File: config.mk
export PLATFORM = sky130hd
export DESIGN_NAME = aespim_mixcol_engine
export DESIGN_NICKNAME = d
export VERILOG_FILES = /design/src/rtl/aespim_mixcol_engine.sv
export SDC_FILE = /design/constraint.sdc
export NUM_CORES = 1
export LEC_CHECK = 0
export ABC_AREA = 1
export BUFFER_PORTS_ARGS = -buffer_cell sky130_fd_sc_hd__buf_2
export CAP_MARGIN = 20
export CORE_ASPECT_RATIO = 1.75
export CORE_MARGIN = 2
export CORE_UTILIZATION = 45
export DETAILED_ROUTE_END_ITERATION = 12
export PLACE_DENSITY = 0.68
export SYNTH_ARGS = -nofsm -noshare
export SYNTH_HDL_FRONTEND = slang
export SYNTH_SLANG_ARGS = --single-unit
File: constraint.sdc
create_clock -name clk_i -period 3.4 [get_ports clk_i]
set_input_delay 0.17 -clock clk_i [delete_from_list [all_inputs] [get_ports clk_i]]
set_output_delay 0.17 -clock clk_i [all_outputs]
set_load 0.02 [all_outputs]
File: src/rtl/aespim_mixcol_engine.sv
// Sequential AES MixColumns / InvMixColumns engine: accepts a 128-bit state,
// transforms COLS_PER_CYCLE columns per clock and returns the result via valid/ready.
module aespim_mixcol_engine #(
  parameter int unsigned COLS_PER_CYCLE = 1,
  parameter int unsigned NUM_COLS       = 4
) (
  input  logic                      clk_i,
  input  logic                      rst_ni,
  input  logic                      clear_i,
  input  logic                      in_valid_i,
  output logic                      in_ready_o,
  input  logic                      in_inv_i,
  input  logic [32*NUM_COLS-1:0]    in_state_i,
  output logic                      out_valid_o,
  input  logic                      out_ready_i,
  output logic [32*NUM_COLS-1:0]    out_state_o,
  output logic                      busy_o
);

  localparam int unsigned STATE_W = 32 * NUM_COLS;
  localparam int unsigned GROUPS  = NUM_COLS / COLS_PER_CYCLE;
  localparam int unsigned CNT_W   = (GROUPS > 1) ? $clog2(GROUPS) : 1;
  localparam int unsigned GRP_W   = 32 * COLS_PER_CYCLE;

  if (!(COLS_PER_CYCLE == 1 || COLS_PER_CYCLE == 2 || COLS_PER_CYCLE == 4) || NUM_COLS != 4) begin : g_param_check
    $error("aespim_mixcol_engine: COLS_PER_CYCLE must be 1, 2 or 4 and NUM_COLS must be 4");
  end

  typedef enum logic [1:0] {
    IDLE = 2'd0,
    BUSY = 2'd1,
    DONE = 2'd2
  } state_e;

  state_e               state_q, state_d;
  logic [STATE_W-1:0]   data_q, data_d;
  logic                 inv_q, inv_d;
  logic [CNT_W-1:0]     cnt_q, cnt_d;
  logic                 in_ready_q, in_ready_d;
  logic                 out_valid_q, out_valid_d;
  logic                 busy_q, busy_d;
  logic [GRP_W-1:0]     grp_in, grp_out;
  logic                 last_grp;

  function automatic logic [7:0] xtime(input logic [7:0] x);
    return {x[6:0], 1'b0} ^ (x[7] ? 8'h1B : 8'h00);
  endfunction

  // One column; both directions share the xtime chain (x2, x4, x8 per byte).
  function automatic logic [31:0] mix_col(input logic [31:0] col, input logic inv);
    logic [7:0]  a  [4];
    logic [7:0]  x2 [4];
    logic [7:0]  x4 [4];
    logic [7:0]  x8 [4];
    logic [31:0] res;
    res = '0;
    for (int r = 0; r < 4; r++) begin
      a[r]  = col[8*r +: 8];
      x2[r] = xtime(a[r]);
      x4[r] = xtime(x2[r]);
      x8[r] = xtime(x4[r]);
    end
    for (int r = 0; r < 4; r++) begin
      if (!inv) begin
        res[8*r +: 8] = x2[r] ^ x2[(r+1)%4] ^ a[(r+1)%4] ^ a[(r+2)%4] ^ a[(r+3)%4];
      end else begin
        res[8*r +: 8] = (x8[r] ^ x4[r] ^ x2[r])
                      ^ (x8[(r+1)%4] ^ x2[(r+1)%4] ^ a[(r+1)%4])
                      ^ (x8[(r+2)%4] ^ x4[(r+2)%4] ^ a[(r+2)%4])
                      ^ (x8[(r+3)%4] ^ a[(r+3)%4]);
      end
    end
    return res;
  endfunction

  // Select the active column group and transform it.
  always_comb begin
    grp_in  = '0;
    grp_out = '0;
    for (int g = 0; g < int'(GROUPS); g++) begin
      if (cnt_q == CNT_W'(g)) grp_in = data_q[g*GRP_W +: GRP_W];
    end
    for (int k = 0; k < int'(COLS_PER_CYCLE); k++) begin
      grp_out[32*k +: 32] = mix_col(grp_in[32*k +: 32], inv_q);
    end
  end

  assign last_grp = (cnt_q == CNT_W'(GROUPS - 1));

  always_ff @(posedge clk_i or negedge rst_ni) begin
    if (!rst_ni) begin
      state_q     <= IDLE;
      data_q      <= '0;
      inv_q       <= 1'b0;
      cnt_q       <= '0;
      in_ready_q  <= 1'b1;
      out_valid_q <= 1'b0;
      busy_q      <= 1'b0;
    end else begin
      state_q     <= state_d;
      data_q      <= data_d;
      inv_q       <= inv_d;
      cnt_q       <= cnt_d;
      in_ready_q  <= in_ready_d;
      out_valid_q <= out_valid_d;
      busy_q      <= busy_d;
    end
  end

  // Next-state and datapath update; clear overrides every transition.
  always_comb begin
    state_d = state_q;
    data_d  = data_q;
    inv_d   = inv_q;
    cnt_d   = cnt_q;
    unique case (state_q)
      IDLE: begin
        if (in_valid_i) begin
          state_d = BUSY;
          data_d  = in_state_i;
          inv_d   = in_inv_i;
          cnt_d   = '0;
        end
      end
      BUSY: begin
        for (int g = 0; g < int'(GROUPS); g++) begin
          if (cnt_q == CNT_W'(g)) data_d[g*GRP_W +: GRP_W] = grp_out;
        end
        if (last_grp) begin
          cnt_d   = '0;
          state_d = DONE;
        end else begin
          cnt_d = cnt_q + CNT_W'(1);
        end
      end
      DONE: begin
        if (out_ready_i) state_d = IDLE;
      end
      default: state_d = IDLE;
    endcase
    if (clear_i) begin
      state_d = IDLE;
      data_d  = '0;
      inv_d   = 1'b0;
      cnt_d   = '0;
    end
  end

  // Handshake/status flags registered from the upcoming state.
  always_comb begin
    in_ready_d  = (state_d == IDLE);
    out_valid_d = (state_d == DONE);
    busy_d      = (state_d != IDLE);
  end

  assign in_ready_o  = in_ready_q;
  assign out_valid_o = out_valid_q;
  assign busy_o      = busy_q;
  assign out_state_o = data_q;

endmodule

* Yosys cells after proc, flatten, opt, wreduce, memory -nomap -nowiden
Index checks and enable logic that the tools add are counted.
** Storage, ports and cells
- Bits of input ports :: 134
- Logic and storage cells :: 138
- Bits in registers :: 136
- Memories kept :: 0
- RAM bits :: 0
- Latch bits :: 0
- Memory bits (read-only) :: 0
** Cells by class
- Magnitude comparators :: 0
- Div/mod/pow operators :: 0
- Reduce and logical (&&, ||, !) cells :: 13
- Multiply operators :: 0
- Add/subtract/negate cells :: 1
- Equal/unequal tests :: 11
- Shift operators :: 0
- Multiplexer cells :: 39
- Bitwise operators :: 64
** Operators with widths (number)
- 8-bit XOR :: 52
- 128-bit 2-to-1 mux :: 2
- 32-bit 2-to-1 mux :: 8
- 128-bit case mux with 2 select lines :: 1
- 8-bit by 5-bit XOR with 8-bit output :: 12
- 5-bit 2-to-1 mux :: 12
- 8-bit 2-to-1 mux :: 4
- 3-bit != test (second input constant) :: 5
- 2-bit 2-to-1 mux :: 7
- 3-bit AND reduction :: 4
- 2-bit equality test (second input constant) :: 4
- 2-bit zero test :: 3
- 2-bit case mux with 3 select lines :: 1
- 2-bit nonzero test :: 3
- 2-bit by 1-bit equality test with 1-bit output (second input constant) :: 2
- 2-bit case mux with 2 select lines :: 1
- 2-bit AND reduction :: 2
- 1-bit 2-to-1 mux :: 3
- 3-bit nonzero test :: 1
- 2-bit by 1-bit adder with 2-bit output (second input constant) :: 1

* Logic depth before layout (Yosys ltp)
- Depth after elaboration :: 20
- Gate-level depth with buffers :: 27
- Depth with buffers taken out :: 26

* Least setup slack after synthesis
OpenSTA, ideal clock, no wires.
- Kind :: register to register
- Start :: reg cnt_q[0]
- End :: reg data_q[1], in the netlist out_state_o[1]
- Stages on the path, launching flop included :: 21
- Data arrival time :: 2.704 ns
- Setup time :: 0.116 ns
- Required time :: 3.284 ns
- Setup slack :: 0.579 ns
- Buffers on the path :: 2
- Path through :: dfrtp_1 > inv_1 > ha_1 > buf_4 > buf_6 > a21oi_1 > nand2_1 > nand2_1 > nand2_1 > nand2_2 > xor2_1 > nand2_1 > nand2_1 > inv_1 > or2_1 > nand3_1 > nand2_1 > o21ai_1 > nand2_1 > nand2_1 > nand2_1
** Between the ends
- Longest elaborated chain between the ends :: 18
- Elaborated cells on any way between the ends :: 51
- Those cells by class :: eq/ne (4); mux (19); bitwise (26); reduce/logical (2)
** Ends and longest elaborated chain
- start: declaration :: RTL line 38 : logic [CNT_W-1:0] cnt_q, cnt_d;
- start signal: assignment :: RTL line 103 : cnt_q <= cnt_d;
- 2-bit zero test :: RTL line 81, 127
- 32-bit 2-to-1 mux (4 in series) :: RTL line 81 : if (cnt_q == CNT_W'(g)) grp_in = data_q[g*GRP_W +: GRP_W];
- 8-bit by 5-bit XOR with 8-bit output :: RTL line 46 : return {x[6:0], 1'b0} ^ (x[7] ? 8'h1B : 8'h00);
- 5-bit 2-to-1 mux / 8-bit by 5-bit XOR with 8-bit output (equally long branches) :: RTL line 46
- 8-bit by 5-bit XOR with 8-bit output / 5-bit 2-to-1 mux (equally long branches) :: RTL line 46
- 8-bit by 5-bit XOR with 8-bit output :: RTL line 46
- 8-bit XOR (on tied branches) (2 in series) :: RTL line 67, 68
- 8-bit XOR :: RTL line 68 : ^ (x8[(r+1)%4] ^ x2[(r+1)%4] ^ a[(r+1)%4])
- 8-bit XOR :: RTL line 69 : ^ (x8[(r+2)%4] ^ x4[(r+2)%4] ^ a[(r+2)%4])
- 8-bit XOR :: RTL line 70 : ^ (x8[(r+3)%4] ^ a[(r+3)%4]);
- 8-bit 2-to-1 mux :: RTL line 64 : if (!inv) begin
- 32-bit 2-to-1 mux :: RTL line 127 : if (cnt_q == CNT_W'(g)) data_d[g*GRP_W +: GRP_W] = grp_out;
- 128-bit case mux with 2 select lines :: RTL line 116 : unique case (state_q)
- 128-bit 2-to-1 mux :: RTL line 141 : if (clear_i) begin
- end signal: assignment :: RTL line 101 : data_q <= data_d;
- end: declaration :: RTL line 36 : logic [STATE_W-1:0] data_q, data_d;
Several ways; a longest one is shown, not always the timed one. The select of a mux whose other input is x is not followed.
A chain may end at the register's enable or synchronous reset.

* Worst setup path in the final report
- Start :: reg cnt_q[1]
- End :: reg data_q[13], in the netlist out_state_o[13]
** Between the ends
- Longest elaborated chain between the ends :: 18
- Elaborated cells on any way between the ends :: 48
- Those cells by class :: eq/ne (4); mux (16); bitwise (26); reduce/logical (2)
** Ends and longest elaborated chain (RTL line)
- 2-bit zero test :: 81, 127
- 32-bit 2-to-1 mux (4 in series) :: 81
- 5-bit 2-to-1 mux / 8-bit by 5-bit XOR with 8-bit output (equally long branches) :: 46
- 8-bit by 5-bit XOR with 8-bit output / 5-bit 2-to-1 mux (equally long branches) :: 46
- 8-bit by 5-bit XOR with 8-bit output (2 in series) :: 46
- 8-bit XOR (on tied branches) (2 in series) :: 67, 68
- 8-bit XOR :: 68
- 8-bit XOR :: 69
- 8-bit XOR :: 70
- 8-bit 2-to-1 mux :: 64
- 32-bit 2-to-1 mux :: 127
- 128-bit case mux with 2 select lines :: 116
- 128-bit 2-to-1 mux :: 141
Several ways; a longest one is shown, not always the timed one. The select of a mux whose other input is x is not followed.

==> flow_summary_export.csv <==
group,metric,value,unit
setup_path,rr_worst_depth,23,
synthesis,yosysTopAreaCell,"nand2_1",
timing,min_period,3.36,ns
synthesis,yosysMostFrequentCell,"nand2_1",
cells_and_area,finalNetCount,2698,
timing,finalMaxSlewViolations,0,
drt,drt_wl_total,62.6,mm
synthesis,synth_ff_type,"dfrtp_1",
setup_path,worstPathRequired,3.75,ns
cells_and_area,drive_above_1_share,31.2,%
power,leakage,9.98,nW
setup_path,critPathMaxFanout,6,
drt,post_drt_wl_per_cell,21.3,um
setup_path,worstPathArrival,3.71,ns
setup_path,r2r-end,"out_state_o[13]",
clock_network,cts_tree,"yes",
global_route,use_met2,71.2,%
cells_and_area,stdcell_count,2942,
placement,gp_congestion,1.07,
synthesis,yosys-top-cells-count,"nand2_1 (954), nor2_1 (310), xor2_1 (154)",
synthesis,synth_cell_type_count,47,
setup_path,worstSetupEndpointType,"flip-flop",
clock_network,cts.sinks,136,
hold_path,hold_path.startpoint,"in_inv_i",
timing,skew,0.0104,ns
cells_and_area,syn2layout_area_growth,42.5,%
setup_path,path_class,"reg2reg",
timing,slew_headroom,37.8,%
global_route,track_usage,43.2,%
placement,port_buffers,264,
floorplan,die_y,223,um
global_route,grt_overflow,0,
synthesis,seq_area_frac_synth,27.6,%
drt,first_pass_iters,8,
global_route,grt_pass1_vias,14900,
timing,worst_pin_slew,0.934,ns
setup_path,slowest_stage,"dfrtp_1",
timing,fmax,297,MHz
setup_path,critPathMaxStageDelay,0.46,ns
clock_network,clk_latency,0.46,ns
global_route,antenna_found_initial,1,
clock_network,clkSlewWorstSetupHoldPaths,0.07,ns
synthesis,syn_area,0.0124,mm2
cells_and_area,antenna_cells,0,
synthesis,postSynthCellCount,2063,
floorplan,die-area,0.0288,mm2
placement,dp_hpwl,48.3,mm
setup_path,r2r_setup_slack,0.04,ns
synthesis,synth_seq_cells,136,
synthesis,ys_warn_count,0,
clock_network,cts_max_level,4,
clock_network,root_buffer,"clkbuf_16",
setup_path,crit_chain,"inv_2 -> ha_4 -> buf_8 -> buf_12 -> a21oi_1 -> nand2_2 -> nand2_2 -> nand2_4 -> xnor2_2 -> buf_4 -> clkinvlp_4 -> nand2_4 -> nand2_4 -> nand2_4 -> nand3_2 -> nand3_2 -> nand2_1 -> o22ai_2 -> buf_6 -> nand2_4 -> buf_6 -> nand2_4 -> nand2_1",
power,ir_drop,0.499,mV
outcome,status,"completed",
timing,grt_setup_unrepaired,"yes",
drt,num_vias,15700,
setup_path,r2r_start,"cnt_q[1]",
floorplan,ioPinCount,265,
global_route,grt_pass1_wl,90.3,mm
cells_and_area,fillers,2592,
clock_network,cts-buffers-inserted,17,
global_route,use_met1,46.1,%
floorplan,core-area,0.0271,mm2
drt,antenna_left,0,
synthesis,synth-edff-count,0,
synthesis,synth_top_area_share,29.0,%
setup_path,startpoint_type,"flip-flop",
global_route,gr-max-usage-layer,"met2",
drt,via_per_inst,5.35,
floorplan,die_x,129,um
synthesis,synth.avg_cell_area,5.99,um2
floorplan,start_util,45.5,%
synthesis,synthTopCellsByArea,"nand2_1 (29%), dfrtp_1 (27%), xor2_1 (11%)",
drt,drt-initial-drc-count,1303,
timing,min_period_over_period,98.9,%
timing,setup-tns-final,0,ns
floorplan,std_cell_rows,80,
synthesis,synthArstFlopShare,100,%
timing,hold_viol_final,0,
placement,dpl.cell_count,2866,
global_route,grt_max_degree,159,
drt,route.detailed.drc,0,
global_route,grtUsageMet3,11.3,%
synthesis,syn-num-nets,2201,
timing,finalSetupViolCount,0,
hold_path,holdPathStages,3,
hold_path,min_to,"inv_q",
power,cellPowerDensity,996,mW/mm2
clock_network,clock_tree.buffer_depth,2,
run,max-cap-violations,0,
hold_path,hp-class,"in2reg",
setup_path,crit_top_cell,"nand2_4",
-- per-layer routing --
| layer | routed length, um | share of wire, % | vias to the layer above |
|---|---|---|---|
| met4 | 5550 | 8.9 | 2 |
| li1 | - | - | 7338 |
| met1 | 20900 | 33 | 7348 |
| met3 | 5310 | 8.5 | 235 |
| met2 | 30800 | 49 | 825 |
| met5 | 12 | 0.019 | - |
-- how the worst max path moves through the flow --
stage                     slack (ns)     start  depth (start not counted)               end
after global placement         -0.18  cnt_q[1]                         21   out_state_o[54]
after detailed placement       -0.23  cnt_q[1]                         23   out_state_o[22]
after global routing           -0.08  cnt_q[1]                         23   out_state_o[45]
after floorplan                 0.58  cnt_q[0]                         20    out_state_o[1]
final                           0.04  cnt_q[1]                         23   out_state_o[13]
after CTS                       0.03  cnt_q[1]                         26  out_state_o[124]
-- area by class of cell --
cell class / instances / area (um2) / share of cell area [%]
inverter: 97 / 380 / 2.16
sequential: 136 / 3410 / 19.4
tap: 369 / 462 / 2.62
clock inverter: 15 / 154 / 0.874
multi-input combinational: 1754 / 9010 / 51.2
timing repair buffer: 554 / 3760 / 21.4
clock buffer: 17 / 425 / 2.42
-- layout by cell type, fill, tap and decap left out, types with 13 or more instances in the layout --
| cell type | synthesis | routed |
|---|---|---|
| nand2_4 | 1 | 24 |
| xor2_2 | 4 | 18 |
| nand3_1 | 115 | 104 |
| buf_6 | 3 | 18 |
| xor2_1 | 154 | 136 |
| nand2_2 | 16 | 86 |
| nor2_1 | 310 | 305 |
| dfrtp_1 | 135 | 134 |
| inv_1 | 88 | 78 |
| nand2_1 | 954 | 861 |
| o21ai_0 | 44 | 34 |
| inv_2 | 7 | 13 |
| xnor2_1 | 36 | 31 |
| a21oi_1 | 53 | 46 |
| clkbuf_16 | 0 | 18 |
| buf_2 | 18 | 263 |
| buf_4 | 7 | 255 |
-- per-stage QoR --
step / setup slack, ns / instance area, um2 / hold slack, ns / total power [mW] / utilization (%)
detailed placement: -0.233 / 15700 / 0.338 / 13.9 / 58.0
global placement: -0.182 / 15700 / 0.318 / 13.8 / 58.0
finish: 0.0383 / 17600 / 0.0366 / 17.5 / 64.9
CTS: 0.0266 / 16500 / 0.0182 / 16.0 / 60.7
floorplan: 0.579 / 12400 / -0.126 / 9.01 / -
global route: -0.0842 / 17600 / 0.0496 / 18.5 / 64.9
-- power breakdown --
group	total [mW]	internal, mW	leakage (nW)	switching [mW]
Sequential	2.44	1.98	1.76	0.457
Clock	1.86	0.978	0.284	0.884
Combinational	13.2	5.03	7.94	8.20
-- sequential cells by signal (all words and copies together) (netlist names) --
name and cells:
busy_o 1, in_ready_o 1, state_q 2, cnt_q 2, inv_q 1, out_valid_o 1, out_state_o 128
-- what timing repair did --
item	in CTS	in global routing
hold buffers	3	0
hold endpoints to repair	94	0
buffers inserted	2	38
endpoints found under the setup margin	42	128
pin swaps	2	36
resized for setup	24	209
gates cloned	0	1
-- worst max-delay path, delay by kind of cell (launching register included) --
kind	cells	cell delay, ns
compound gates	2	0.33
xor+xnor	1	0.14
fa+ha+maj	1	0.20
buf+inv	7	1.13
flops	1	0.46
simple gates	12	0.99
-- logic make-up after synthesis --
group                    after synthesis  synth area share [%]
flip-flops                           136                  27.6
adder cells (fa/ha/maj)                4                 0.405
AO/OA/AOI/OAI                        133                  6.46
XOR/XNOR                             195                  14.2
buffers and inverters                173                  5.93
AND/OR/NAND/NOR                     1422                  45.4
No activity file was read; power rests on OpenSTA's default activity.
